==> src/rtl/vit_pkg.sv <==
`default_nettype none
// ============================================================================
// Module      : vit_pkg
// Description : Shared constants, FSM state type and traceback helper for the
//               K=3 rate-1/2 Viterbi frame controller.
// Revision    : 1.0 - initial release
// ============================================================================
package vit_pkg;

    localparam int NUM_STATES = 4;
    localparam int SYM_W      = 2;
    localparam int DEC_W      = 4;

    typedef enum logic [1:0] {
        ACQ   = 2'd0,
        TB    = 2'd1,
        DRAIN = 2'd2,
        OUT   = 2'd3
    } ctrl_state_t;

    // Predecessor of state s = {u_t, u_t-1}, given the stored decision bit u_t-2.
    function automatic logic [1:0] prev_state(input logic [1:0] s, input logic d);
        return {s[0], d};
    endfunction

endpackage
`default_nettype wire

==> src/rtl/vit_ctrl_if.sv <==
`default_nettype none
// ============================================================================
// Module      : vit_ctrl_if
// Description : Symbol-in and decoded-bit-out handshake bundle of vit_ctrl.
// Revision    : 1.0 - initial release
// ============================================================================
interface vit_ctrl_if;
    import vit_pkg::*;

    logic [SYM_W-1:0] sym_in;
    logic             sym_valid;
    logic             sym_ready;
    logic             bit_out;
    logic             bit_valid;
    logic             bit_last;
    logic             bit_ready;

    modport master (
        output sym_in, sym_valid, bit_ready,
        input  sym_ready, bit_out, bit_valid, bit_last
    );

    modport slave (
        input  sym_in, sym_valid, bit_ready,
        output sym_ready, bit_out, bit_valid, bit_last
    );

endinterface
`default_nettype wire

==> src/rtl/vit_tb_unit.sv <==
`default_nettype none
// ============================================================================
// Module      : vit_tb_unit
// Description : Traceback state register; selects the decision bit of the
//               current state and exposes the decoded bit u_t = state[1].
// Revision    : 1.0 - initial release
// ============================================================================
module vit_tb_unit
    import vit_pkg::*;
(
    input  wire             clk,
    input  wire             rst,
    input  wire             step,
    input  wire             init,
    input  wire [DEC_W-1:0] surv_rdata,
    output logic            u_bit
);

    localparam int c_sw = $clog2(NUM_STATES);

    logic [c_sw-1:0] r_tb_state;
    logic            w_dec;

    assign w_dec = surv_rdata[r_tb_state];
    assign u_bit = r_tb_state[c_sw-1];

    // Zero-tail termination: traceback always starts from state 0.
    always_ff @(posedge clk) begin
        if (rst || init) begin
            r_tb_state <= '0;
        end else if (step) begin
            r_tb_state <= prev_state(r_tb_state, w_dec);
        end
    end

endmodule
`default_nettype wire

==> src/rtl/vit_ctrl.sv <==
`default_nettype none
// ============================================================================
// Module      : vit_ctrl
// Description : Viterbi frame sequencer: symbol acquisition with ACS/survivor
//               strobes, traceback over survivor memory, in-order bit output.
// Revision    : 1.0 - initial release
// ============================================================================
module vit_ctrl
    import vit_pkg::*;
#(
    parameter  int FRAME_LEN = 32,
    parameter  int TAIL      = 2,
    localparam int AW        = $clog2(FRAME_LEN)
) (
    input  wire              clk,
    input  wire              rst,
    vit_ctrl_if.slave        io,
    output logic [SYM_W-1:0] bmu_sym,
    output logic             acs_en,
    output logic             acs_init,
    output logic             surv_we,
    output logic [AW-1:0]    surv_waddr,
    output logic             surv_rd,
    output logic [AW-1:0]    surv_raddr,
    input  wire  [DEC_W-1:0] surv_rdata,
    output logic             busy
);

    localparam logic [AW-1:0] c_last_sym = AW'(FRAME_LEN - 1);
    localparam logic [AW-1:0] c_last_bit = AW'(FRAME_LEN - TAIL - 1);

    ctrl_state_t          r_state;
    ctrl_state_t          w_state_nxt;
    logic [AW-1:0]        r_sym_cnt;
    logic [AW-1:0]        r_rd_cnt;
    logic [AW-1:0]        r_out_cnt;
    logic [AW-1:0]        r_step_addr;
    logic                 r_rd_pend;
    logic [FRAME_LEN-1:0] r_dec_buf;
    logic                 w_tb_init;
    logic                 w_bit_hs;
    logic                 w_u_bit;

    assign io.sym_ready = (r_state == ACQ);
    assign bmu_sym      = io.sym_in;
    assign acs_en       = io.sym_valid & io.sym_ready;
    assign acs_init     = acs_en & (r_sym_cnt == '0);
    assign surv_we      = acs_en;
    assign surv_waddr   = r_sym_cnt;
    assign surv_rd      = (r_state == TB);
    assign surv_raddr   = r_rd_cnt;
    assign io.bit_valid = (r_state == OUT);
    assign io.bit_out   = io.bit_valid & r_dec_buf[r_out_cnt];
    assign io.bit_last  = io.bit_valid & (r_out_cnt == c_last_bit);
    assign busy         = (r_state == TB) || (r_state == OUT);
    assign w_tb_init    = acs_en & (r_sym_cnt == c_last_sym);
    assign w_bit_hs     = io.bit_valid & io.bit_ready;

    always_comb begin
        w_state_nxt = r_state;
        case (r_state)
            ACQ:     if (w_tb_init) w_state_nxt = TB;
            TB:      if (r_rd_cnt == '0) w_state_nxt = DRAIN;
            DRAIN:   w_state_nxt = OUT;
            OUT:     if (w_bit_hs && io.bit_last) w_state_nxt = ACQ;
            default: w_state_nxt = ACQ;
        endcase
    end

    always_ff @(posedge clk) begin
        if (rst) begin
            r_state     <= ACQ;
            r_sym_cnt   <= '0;
            r_rd_cnt    <= '0;
            r_out_cnt   <= '0;
            r_step_addr <= '0;
            r_rd_pend   <= 1'b0;
        end else begin
            r_state     <= w_state_nxt;
            // Survivor data arrives one cycle after the read; remember which address it belongs to.
            r_rd_pend   <= surv_rd;
            r_step_addr <= r_rd_cnt;
            case (r_state)
                ACQ: begin
                    if (w_tb_init) begin
                        r_rd_cnt <= c_last_sym;
                    end else if (acs_en) begin
                        r_sym_cnt <= r_sym_cnt + 1'b1;
                    end
                end
                TB: begin
                    if (r_rd_cnt != '0) begin
                        r_rd_cnt <= r_rd_cnt - 1'b1;
                    end
                end
                DRAIN: r_out_cnt <= '0;
                OUT: begin
                    if (w_bit_hs) begin
                        if (io.bit_last) begin
                            r_sym_cnt <= '0;
                        end else begin
                            r_out_cnt <= r_out_cnt + 1'b1;
                        end
                    end
                end
                default: ;
            endcase
        end
    end

    always_ff @(posedge clk) begin
        if (r_rd_pend) begin
            r_dec_buf[r_step_addr] <= w_u_bit;
        end
    end

    vit_tb_unit u_tb_unit (
        .clk        (clk),
        .rst        (rst),
        .step       (r_rd_pend),
        .init       (w_tb_init),
        .surv_rdata (surv_rdata),
        .u_bit      (w_u_bit)
    );

endmodule
`default_nettype wire

==> src/flat_wrapper.sv <==
// flat-port wrapper written by rule: the top's interface ports become plain ports
module vit_ctrl_flat import vit_pkg::*;
#(
    parameter  int FRAME_LEN = 32,
    parameter  int TAIL      = 2,
    localparam int AW        = $clog2(FRAME_LEN)
)
  (clk, rst, bmu_sym, acs_en, acs_init, surv_we, surv_waddr, surv_rd, surv_raddr, surv_rdata, busy, io_sym_in, io_sym_valid, io_bit_ready, io_sym_ready, io_bit_out, io_bit_valid, io_bit_last);
  vit_ctrl_if io_i ();
  input  wire clk;
  input  wire rst;
  output logic [SYM_W-1:0] bmu_sym;
  output logic acs_en;
  output logic acs_init;
  output logic surv_we;
  output logic [AW-1:0] surv_waddr;
  output logic surv_rd;
  output logic [AW-1:0] surv_raddr;
  input  wire  [DEC_W-1:0] surv_rdata;
  output logic busy;
  input wire logic [$bits(io_i.sym_in)-1:0] io_sym_in;
  input wire logic [$bits(io_i.sym_valid)-1:0] io_sym_valid;
  input wire logic [$bits(io_i.bit_ready)-1:0] io_bit_ready;
  output wire logic [$bits(io_i.sym_ready)-1:0] io_sym_ready;
  output wire logic [$bits(io_i.bit_out)-1:0] io_bit_out;
  output wire logic [$bits(io_i.bit_valid)-1:0] io_bit_valid;
  output wire logic [$bits(io_i.bit_last)-1:0] io_bit_last;
  assign io_i.sym_in = io_sym_in;
  assign io_i.sym_valid = io_sym_valid;
  assign io_i.bit_ready = io_bit_ready;
  assign io_sym_ready = io_i.sym_ready;
  assign io_bit_out = io_i.bit_out;
  assign io_bit_valid = io_i.bit_valid;
  assign io_bit_last = io_i.bit_last;
  vit_ctrl #(.FRAME_LEN(FRAME_LEN), .TAIL(TAIL)) u_core (.clk(clk), .rst(rst), .io(io_i), .bmu_sym(bmu_sym), .acs_en(acs_en), .acs_init(acs_init), .surv_we(surv_we), .surv_waddr(surv_waddr), .surv_rd(surv_rd), .surv_raddr(surv_raddr), .surv_rdata(surv_rdata), .busy(busy));
endmodule
==> config.mk <==
export PLATFORM = sky130hd
export DESIGN_NAME = vit_ctrl_flat
export DESIGN_NICKNAME = d
export VERILOG_FILES = /design/src/rtl/vit_pkg.sv /design/src/rtl/vit_ctrl_if.sv /design/src/rtl/vit_tb_unit.sv /design/src/rtl/vit_ctrl.sv /design/src/flat_wrapper.sv
export SDC_FILE = /design/constraint.sdc
export NUM_CORES = 1
export LEC_CHECK = 0
export ABC_AREA = 1
export BUFFER_PORTS_ARGS = -buffer_cell sky130_fd_sc_hd__buf_2
export CAP_MARGIN = 0
export CORE_ASPECT_RATIO = 1.25
export CORE_MARGIN = 3
export CORE_UTILIZATION = 30
export CTS_CLUSTER_SIZE = 24
export DETAILED_ROUTE_END_ITERATION = 10
export GPL_TIMING_DRIVEN = 0
export SETUP_SLACK_MARGIN = 0.2
export SLEW_MARGIN = 20
export SYNTH_ARGS = -nofsm -noshare
export SYNTH_HDL_FRONTEND = slang
export SYNTH_SLANG_ARGS = --single-unit
==> constraint.sdc <==
create_clock -name clk -period 5.1 [get_ports clk]
set_clock_uncertainty 0.05 [all_clocks]
set_input_delay 0.51 -clock clk [delete_from_list [all_inputs] [get_ports clk]]
set_output_delay 0.51 -clock clk [all_outputs]
set_load 0.005 [all_outputs]
==> results of run 1 <==
metrics by stage:
step	instance area, µm²	hold WS [ns]	util	total power, mW
2_1_floorplan	2950	0.391	-	0.740
3_3_place_gp	3250	0.409	0.346	0.824
3_5_place_dp	3250	0.412	0.346	0.831
4_1_cts	3520	0.399	0.376	1.38
5_1_grt	3520	0.420	0.376	1.45
6_report	3520	0.412	0.376	1.36
cell type report:
type | instances | area [µm²]
inverter | 63 | 239
sequential | 57 | 1460
tap | 123 | 154
clock inverter | 4 | 18.8
buffer | 9 | 52.6
fill | 958 | 5850
timing repair buffer | 28 | 140
clock buffer | 12 | 256
multi-input combinational | 253 | 1200
path summary, 6_finish.rpt:
path,from,slack [ns],endpoint,depth (start not counted)
worst max register to register,u_core.surv_waddr[0],3.14,u_core.r_state[0],13
worst min-delay path,surv_rdata[3],0.41,u_core.u_tb_unit.r_tb_state[0],3
worst min register to register,u_core.u_tb_unit.r_tb_state[0],0.42,u_core.u_tb_unit.r_tb_state[0],2
worst max-delay path,u_core.r_out_cnt[1],2.71,io_bit_out,10
flip-flops by register name, summed over array words and instances, names as in the netlist:
name and cells:
u_core.r_dec_buf 32, u_core.r_out_cnt 5, u_core.r_rd_pend 1, u_core.r_state 2, u_core.r_step_addr 5, u_core.surv_raddr 5, u_core.surv_waddr 5, u_core.u_tb_unit.r_tb_state 2
power groups by stage:
stage	Combinational (mW)	Clock, mW	Sequential, mW
floorplan	0.205	0	0.534
global placement	0.287	0	0.537
detailed placement	0.292	0	0.539
CTS	0.293	0.553	0.530
global route	0.335	0.579	0.535
finish	0.288	0.545	0.530
cell usage after synthesis, drive strengths merged:
| library cell | number | share of area |
|---|---|---|
| ha | 10 | 0.042 |
| nand4 | 2 | 0.0042 |
| a211oi | 1 | 0.0025 |
| nand2 | 105 | 0.14 |
| xor2 | 3 | 0.0089 |
| dfxtp | 25 | 0.17 |
| edfxtp | 32 | 0.33 |
| inv | 62 | 0.080 |
| nor3 | 2 | 0.0034 |
| nor3b | 1 | 0.0025 |
| buf | 7 | 0.015 |
| o21ai | 7 | 0.013 |
| a21oi | 10 | 0.017 |
| clkinv | 1 | 0.0013 |
| nand3 | 49 | 0.091 |
| clkbuf | 2 | 0.0025 |
| nor2 | 61 | 0.081 |
| or2 | 1 | 0.0021 |
| a221oi | 1 | 0.0030 |
kinds of logic after synthesis:
group,after synthesis,share of synthesized area
compound gates,19,0.0356
flops,57,0.495
buf+inv,72,0.0988
fa+ha+maj,10,0.0424
simple gates,221,0.319
xor+xnor,3,0.00890
critical path: stages (launching register included):
cell and delay [ns]:
dfxtp_1 0.35, clkbuf_1 0.45, nand3_1 0.14, nand2_1 0.11, nand2_1 0.05, nand2_1 0.07, inv_1 0.04, nand2_1 0.07
nand2_1 0.05, nand2_1 0.07, buf_2 0.11
per-layer routing:
metal  wire [µm]  vias to the layer above  part of all wire
li1            -                     1282                 -
met3         269                       11             0.042
met1        2650                     1091              0.41
met4         157                        0             0.024
met5           0                        -                 0
met2        3340                       53              0.52
==> reports/qor.yml, run 1 <==
status:
  status: "completed"
timing:
  hold_violations: 0
  fin_setup_tns_ns: 0
  slew_headroom: 0.627
  tightest_slew_ns: 0.559
  finalCritPeriodShare: 0.468
  worst_slack_ns: 2.71
  slew_viol_final: 0
  fin_crit_ns: 2.39
  setup_viol: 0
  fmax_mhz: 419
  rsz0062_at_grt: "no"
clocking:
  cts_setup_buffers: 0
  cts_num_sinks: 57
  clk_pin_slew_ns: 0.05
  ctsResizeCount: 0
  cts_buffers: 9
  clkLatencyLatePin_ns: 0.33
  clockRootBuffer: "clkbuf_16"
  ctsHoldBuffers: 0
  ctsHtreeMaxLevel: 3
  cts_max_path_buffers: 2
  cts_tree: "built"
synthesis:
  avgSynthCellArea_um2: 7.73
  synth_cells: 382
  synth.distinct_cells: 29
  synth_nets: 402
  synth-seq-cells: 57
  yosysWarnings: 0
  netlist_area_um2: 2950
  seq_area_frac_synth: 0.495
route:
  postRouteAntennaNets: 0
  drtIter0Drc: 180
  routed_wl_um: 6420
  drc: 0
  vias: 2437
  post_drt_wl_per_cell_um: 11.7
  dr.pass1.iters: 4
  vias_per_cell: 4.44
critical_path:
  start_kind: "flop"
  cp.arrival_ns: 1.83
  cp_max_fo: 10
  crit_required_ns: 4.54
  critPathCaptureType: "output pin"
  worst-setup-path-type: "flop to output pin"
floorplan:
  fp.dieW_um: 94.7
  core.rowCount: 39
  io_pins: 31
  dieArea_um2: 11100
  core_um2: 9370
  die-height_um: 117
  start_util: 0.315
power_and_ir_drop:
  p_per_area_nw_per_um2: 387
  comb_power_share: 0.211
  peakVddDrop_uv: 238
  leakage_nw: 1.57
  power_switching_uw: 401
  p_seq_frac: 0.389
  internal-power_uw: 961
  switching_share: 0.294
  clock_power_share: 0.400
grt:
  top_usage_layer: "met2"
  antenna_found_initial: 0
  grt_pass1_vias: 2311
  use_met3: 0.0249
  grt_pass1_wl_um: 10900
  track_usage: 0.129
  grt_max_degree: 37
  grt_util_met1: 0.146
  grt_util_met2: 0.224
  overflow: 0
finish:
  area_delta_synth_final_pct: 19.3
  nets: 441
  final_cells: 549
  final_common_cell: "nand2_1"
  layout-drive-gt1-share: 0.148
  antenna_cells: 0
  final_cell_mix: "nand2_1, nor2_1, inv_1"
placement:
  dp_cells: 533
  numPortBuffers: 28
  dp_hpwl_um: 4610
  post-place-ws_ns: 3.03
  routabilityCongestion: 0.787
job:
  maxCapViolCount: 0
worst_hold_path:
  hp-class: "input pin to flop"
Power figures use the tool's default switching activity.
==> run 2: changes to the inputs <==
==> constraint.sdc (replaced) <==
create_clock -name clk -period 2.1 [get_ports clk]
set_clock_uncertainty 0.05 [all_clocks]
set_input_delay 0.21 -clock clk [delete_from_list [all_inputs] [get_ports clk]]
set_output_delay 0.21 -clock clk [all_outputs]
set_load 0.005 [all_outputs]
==> run 2 against run 1 <==
  * Routed wire length grew 3.8%
  * Combinational power grew to 2.9 times the previous value
  * Critical path type unchanged
  * Hold slack worse by 0.30 ns
  * Count of clock-buffer cells in the layout stayed put
  * Register-to-register slack lost 2.8 ns
  * Largest cell class unchanged
  * Clock power grew 140%
  * Non-clock buffer count grew 7
  * Sequential power up 150%
  * Global-route usage up 0.094 points
  * Critical path depth is 2 higher
  * Via count rose by 2.3%
  * Highest routed layer unchanged
==> reports/qor.yml, run 2 (synthesis results as in run 1) <==
status:
  status: "completed"
critical_path:
  crit_required_ns: 1.84
  r2r_end: "u_core.surv_waddr[1]"
  cp.arrival_ns: 1.62
  reg2reg_setup_slack_ns: 0.36
  worst-setup-path-type: "flop to output pin"
  critPathCaptureType: "output pin"
  reg2reg_depth: 10
  cp_max_fo: 10
  rr_startpoint: "u_core.surv_waddr[0]"
  start_kind: "flop"
finish:
  final_cells: 556
  largest_reg_flops: 32
  final_cell_mix: "nand2_1, nor2_1, inv_1"
  finalCoreUtilization: 0.394
  fillCellCount: 955
  final_area_um2: 3700
  largest_register: "u_core.r_dec_buf"
  nets: 448
  area_delta_synth_final_pct: 25.2
  final_common_cell: "nand2_1"
  layout-drive-gt1-share: 0.203
  antenna_cells: 0
floorplan:
  core_um2: 9370
  core.rowCount: 39
  start_util: 0.315
  dieArea_um2: 11100
  fp.dieW_um: 94.7
  io_pins: 31
  die-height_um: 117
power_and_ir_drop:
  peakVddDrop_uv: 582
  leakage_nw: 1.63
  comb_power_share: 0.242
  power_switching_mw: 1.02
  finalPower_mw: 3.47
  clock_power_share: 0.383
  switching_share: 0.294
  p_seq_frac: 0.375
  p_per_area_nw_per_um2: 938
  internal-power_mw: 2.45
clocking:
  cts_max_path_buffers: 2
  cts_num_sinks: 57
  cts_buffers: 9
  clkLatencyLatePin_ns: 0.33
  ctsHtreeMaxLevel: 3
  clk_pin_slew_ns: 0.05
  ctsHoldBuffers: 0
  clockRootBuffer: "clkbuf_16"
  cts_tree: "built"
timing:
  slew_headroom: 0.628
  rsz0062_at_grt: "yes"
  finalCritPeriodShare: 0.894
  tightest_slew_ns: 0.558
  whs_ns: 0.108
  hold_violations: 0
  fmax_mhz: 532
  worst_slack_ns: 0.222
  slew_viol_final: 0
  fin_crit_ns: 1.88
  setup_viol: 0
  fin_setup_tns_ns: 0
placement:
  dp_hpwl_um: 4610
  dp_cells: 533
  numPortBuffers: 28
  dpl_cell_area_um2: 3250
  post-place-ws_ns: 0.148
  routabilityCongestion: 0.787
route:
  vias_per_cell: 4.48
  dr.pass1.iters: 4
  drc: 0
  routed_wl_um: 6670
  post_drt_wl_per_cell_um: 12.0
  postRouteAntennaNets: 0
  vias: 2492
  drtIter0Drc: 150
worst_hold_path:
  hp-class: "input pin to flop"
  hp-start: "rst"
  worstHoldPathCells: 2
  whs_endpoint: "u_core.r_step_addr[3]"
grt:
  antenna_found_initial: 0
  overflow: 0
  track_usage: 0.130
  grt_pass1_vias: 2324
  grt_pass1_wl_um: 10900
  grt_max_degree: 37
job:
  maxCapViolCount: 0
==> run 2: cell types whose count changed in the layout (fill, tap and decap cells not counted), sizes merged <==
cell      change
clkbuf        +1
clkinvlp      +1
inv           -1
buf           +6
==> run 2: critical path, cell delays in order, from the launching register on <==
cell and delay [ns]:
dfxtp_2 0.34, buf_6 0.14, buf_6 0.15, nand2_1 0.06, nand3_1 0.07, nand2_1 0.07
nand2_1 0.07, nand2_1 0.06, inv_1 0.05, nand2_1 0.05, nand2_1 0.05, nand2_1 0.06
buf_2 0.12
==> run 2: power groups by stage <==
stage                     Clock [mW]  Sequential (mW)  Combinational, mW
after global routing            1.40             1.31              0.956
after detailed placement           0             1.31              0.708
after CTS                       1.34             1.29              0.732
after floorplan                    0             1.30              0.498
final                           1.33             1.30              0.839
after global placement             0             1.30              0.696
==> run 2: what timing repair did <==
| item | in CTS | in global routing |
|---|---|---|
| endpoints found under the setup margin | 5 | 13 |
| gates resized for setup | 8 | 27 |
| buffers inserted | 1 | 5 |
| cloned | 0 | 1 |
| pin swaps | 0 | 9 |
==> run 2: routing by layer <==
metal,GRT usage,vias up,wire length (µm),part of all wire
li1,-,1296,-,-
met1,0.146,1142,2790,0.42
met2,0.229,42,3470,0.52
met3,0.0249,12,244,0.037
met4,0.0751,0,168,0.025
met5,0,-,0,0
==> run 2: worst max path at each step <==
| stage | from | end | slack [ns] |
|---|---|---|---|
| after floorplan | u_core.surv_waddr[0] | u_core.r_state[0] | 0.43 |
| final | u_core.r_out_cnt[0] | io_bit_out | 0.22 |
| after global placement | u_core.surv_waddr[0] | u_core.r_state[0] | 0.21 |
| after CTS | u_core.r_out_cnt[0] | io_bit_out | 0.13 |
| after global routing | u_core.r_out_cnt[0] | io_bit_out | 0.1 |
| after detailed placement | u_core.surv_waddr[0] | u_core.r_state[0] | 0.15 |
==> run 2: cell type report <==
class	instances	area (µm²)	share of cell area
timing repair buffer	35	226	0.0613
inverter	63	249	0.0674
sequential	57	1470	0.398
clock inverter	4	18.8	0.00508
clock buffer	12	256	0.0694
buffer	9	78.8	0.0213
tap	123	154	0.0416
multi-input combinational	253	1240	0.336
